<file path="src/rtl/btn_debounce.sv">
// Push-button conditioner: 2-flop synchroniser, stability-window debounce,
// clean level plus one-cycle press/release pulses and a press-toggled enable.
module btn_debounce #(
   parameter int STABLE_CYCLES = 16,
   parameter int CNT_W         = 5
) (
   input  logic CLK,
   input  logic RST,
   input  logic BTN_IN,
   output logic BTN_LEVEL,
   output logic PRESS,
   output logic RELEASE,
   output logic TOGGLE
);

   localparam logic [1:0] IDLE_LO = 2'b00;
   localparam logic [1:0] WAIT_HI = 2'b01;
   localparam logic [1:0] IDLE_HI = 2'b10;
   localparam logic [1:0] WAIT_LO = 2'b11;

   localparam logic [CNT_W-1:0] CNT_MAX = CNT_W'(STABLE_CYCLES - 1);

   logic             sync0;
   logic             sync1;
   logic [CNT_W-1:0] cnt;
   logic [1:0]       state;
   logic [1:0]       state_nxt;
   logic             diff;
   logic             commit;

   // Encoding keeps the committed level in state[1].
   assign BTN_LEVEL = state[1];
   assign diff      = sync1 != state[1];
   assign commit    = diff && (cnt == CNT_MAX);

   always_comb begin
      state_nxt = state;
      unique case (state)
         IDLE_LO: if (sync1)  state_nxt = WAIT_HI;
         WAIT_HI: begin
            if (!sync1)      state_nxt = IDLE_LO;
            else if (commit) state_nxt = IDLE_HI;
         end
         IDLE_HI: if (!sync1) state_nxt = WAIT_LO;
         WAIT_LO: begin
            if (sync1)       state_nxt = IDLE_HI;
            else if (commit) state_nxt = IDLE_LO;
         end
      endcase
   end

   always_ff @(posedge CLK) begin
      if (RST) begin
         sync0   <= 1'b0;
         sync1   <= 1'b0;
         cnt     <= '0;
         state   <= IDLE_LO;
         PRESS   <= 1'b0;
         RELEASE <= 1'b0;
         TOGGLE  <= 1'b0;
      end else begin
         sync0 <= BTN_IN;
         sync1 <= sync0;
         state <= state_nxt;
         if (!diff || commit)
            cnt <= '0;
         else
            cnt <= cnt + 1'b1;
         PRESS   <= commit && sync1;
         RELEASE <= commit && !sync1;
         if (commit && sync1)
            TOGGLE <= ~TOGGLE;
      end
   end

endmodule

</file>
<file path="config.mk">
export PLATFORM = sky130hd
export DESIGN_NAME = btn_debounce
export DESIGN_NICKNAME = d
export VERILOG_FILES = /design/src/rtl/btn_debounce.sv
export SDC_FILE = /design/constraint.sdc
export NUM_CORES = 1
export LEC_CHECK = 0
export BUFFER_PORTS_ARGS = -buffer_cell sky130_fd_sc_hd__buf_2
export CORE_AREA = 2 2 39 41
export CTS_CLUSTER_SIZE = 16
export DETAILED_ROUTE_END_ITERATION = 7
export DIE_AREA = 0 0 41 43
export SYNTH_ARGS = -nofsm -noshare
export SYNTH_HDL_FRONTEND = slang
export SYNTH_SLANG_ARGS = --single-unit
</file>
<file path="constraint.sdc">
create_clock -name CLK -period 1.27 [get_ports CLK]
set_input_delay 0.127 -clock CLK [delete_from_list [all_inputs] [get_ports CLK]]
set_output_delay 0.127 -clock CLK [all_outputs]
set_load 0.03 [all_outputs]
</file>
==> impl_metrics.ini <==
[place]
globalplace.congestion = 0.6183
hpwl_um = 417.3
postPlaceCellArea_sq_um = 499.2
dpl.cell_count = 65
post-place-ws_ps = -50.24
port_buffers = 6

[critical_path]
cp_num_buf_inv = 0
worstRegToRegCells = 5
end_kind = register
cp_common_cell = sky130_fd_sc_hd__ha_4
worst-setup-path-type = register to register
worst_path_max_fanout = 5
critPathMaxStageDelay_ps = 340
critical_path_depth = 5
worst_path_max_delay_cell = sky130_fd_sc_hd__dfxtp_2
critPathLaunchType = register
worstPathRequired_ps = 1480
crit_chain = ha_4 -> and3_4 -> ha_4 -> a211o_4 -> nor2_1
critPathTopFamily = flip-flops
worst-endpoint-arrival_ps = 1510

[clock_tree]
clockBufferDepth = 2
cts-htree-levels = 1
clkLatencyLatePin_ps = 270
clock_tree_from_tritoncts = yes
clock_sinks = 12
cts.clk_slew.worst_paths_ps = 70
clock_tree.root_cell = sky130_fd_sc_hd__clkbuf_4
cts_made_buffers = 3

[route]
drc = 0
wire_length_reported_by_the_detailed_router_um = 668
num_vias = 306
drc_violation_total_after_the_first_tritonroute_iteration = 6
antenna_violating_nets_post_route = 0
route.detailed.wl_per_inst_um = 9.543
detail_route.vias_per_cell = 4.371
detailed_routing_iteration_count_for_the_pre_antenna_repair_pass = 4

[global_route]
antenna_found_initial = 0
grt_util_all_layers_pct = 10.10
busiest_layer = met1
via_count_of_the_first_global_routing_pass = 264
met3_usage_pct = 4.712
met1_demand_to_capacity_share_in_global_routing_pct = 13.11
gr-total-overflow = 0
grt_max_degree = 8
grt.met2_usage_pct = 11.25
global_route_wire_length_before_repair_mm = 1.097

[floorplanning]
die-height_um = 43
start_util_pct = 29.93
io_pins = 7
rows = 14
fp.coreArea_sq_mm = 0.001384
die_width_um = 41
area_enclosed_by_the_die_boundary_sq_mm = 0.001763

[yosys]
mappedNetlistArea_sq_um = 414.1
synth_sequential_area_ratio_pct = 58.01
ys_warn_count = 0
syn_nets = 46
synth.distinct_cells = 15
number_of_register_bits_inferred_by_synthesis = 12
synth_area_per_cell_sq_um = 10.10
post_synth_inst_count = 41

[final_layout]
antenna-diode-count = 0
final_cell_mix = 10 x sky130_fd_sc_hd__dfxtp_1, 6 x sky130_fd_sc_hd__nor2_1, 6 x sky130_fd_sc_hd__buf_2
final_cell_area_sq_um = 563.0
final_nets = 61
area_growth_pct = 35.95
final.fill_count = 152
most_common_cell_after_layout_fill_and_taps_aside = sky130_fd_sc_hd__dfxtp_1
final_util_pct = 40.69
drive_gt1_share_pct = 38.89
instances_no_fill = 70

[sta]
finish_stage_setup_viols = 5
finalCriticalPeriod_ps = 1296
timing.fmax_ghz = 0.7717
final_max_slew_violation_count = 0
maxSlewHeadroom_pct = 86.12
min_period_over_period_pct = 102.0
grt_setup_unrepaired = true
timing.clock.skew_ps = 2.925
postLayoutSetupSlackWorst_ps = -25.87
hold_violations = 0
worstMarginPinSlew_ps = 208.2

[run_status]
failed_checks = negative setup slack
run_status = complete, but fails checks

[hold_path]
worst_hold_stages = 2
class_of_the_worst_hold_path = input port to register

[pwr]
ir_drop_mv = 0.5845
power_per_standard_cell_area_mw_per_mm2 = 1123
static-leakage-power_nw = 0.2130
report.power.total_mw = 0.6325

[run]
max-cap-violations = 0
state kept, by name, summed over array words and instances (netlist names), named ones only:
name	count
sync0	1
sync1	1
RELEASE	1
state	1
cnt	5
PRESS	1
TOGGLE	1
stage by stage:
step	TNS, ps	hold slack (ps)
2_1_floorplan	0	196.1
3_5_place_dp	-177.2	348.0
3_3_place_gp	-128.8	340.8
5_1_grt	-526.1	63.82
6_report	-54.43	66.26
4_1_cts	-194.1	63.34
cells in the mapped netlist (all sizes together):
| library cell | count | area, sq um |
|---|---|---|
| nand2 | 2 | 7.510 |
| nor2 | 8 | 30.03 |
| xor2 | 2 | 17.52 |
| dfxtp | 12 | 240.2 |
| ha | 2 | 25.02 |
| xnor2 | 1 | 8.760 |
| nand3 | 2 | 10.01 |
| a211o | 1 | 8.760 |
| a21oi | 1 | 5.000 |
| inv | 2 | 7.510 |
| nand2b | 3 | 18.77 |
| nor2b | 2 | 12.51 |
| a221oi | 1 | 8.760 |
| and3 | 1 | 6.260 |
| nand3b | 1 | 7.510 |
kinds of logic after synthesis:
family	Yosys count	synth area share, %
AOI/OAI and AO/OA	3	5.438
xor gates and xnor gates	3	6.346
adders and majority gates	2	6.041
buffers and inverters	2	1.813
DFF	12	58.01
and+or+nand+nor	19	22.36
layer usage:
layer / share of wire (%) / vias up / wire length, um
li1: - / 160 / -
met1: 44 / 136 / 294
met2: 46 / 6 / 308
met3: 4.5 / 4 / 30
met4: 5.4 / 0 / 36
met5: 0 / - / 0
final timing paths:
check / slack (ps) / endpoint / startpoint
max: -30 / cnt[1] / cnt[0]
min: 70 / sync0 / BTN_IN
max reg2reg: -30 / cnt[1] / cnt[0]
min reg2reg: 440 / sync1 / sync0
repair_timing:
item                       CTS  global route
gates cloned                 0             0
gates resized for setup      3             3
hold buffers                 0             0
setup buffers                1             1
setup endpoints to repair    6             6
pin swaps                    1             6
where the power goes:
group          leakage, nW  switching (mW)  total, mW  internal (mW)
sequential          0.0982         0.00290      0.384          0.381
clock               0.0138           0.122      0.232          0.110
combinational        0.101         0.00796     0.0168        0.00881
final cells by class:
class / instances / area [sq um] / area share, %
Sequential cell: 12 / 242.7 / 43.11
Multi-Input combinational cell: 27 / 210.2 / 37.33
Timing Repair Buffer: 10 / 60.06 / 10.67
Clock buffer: 3 / 22.52 / 4.000
Tap cell: 16 / 20.02 / 3.556
Inverter: 2 / 7.507 / 1.333
Power figures use the tool's default switching activity.
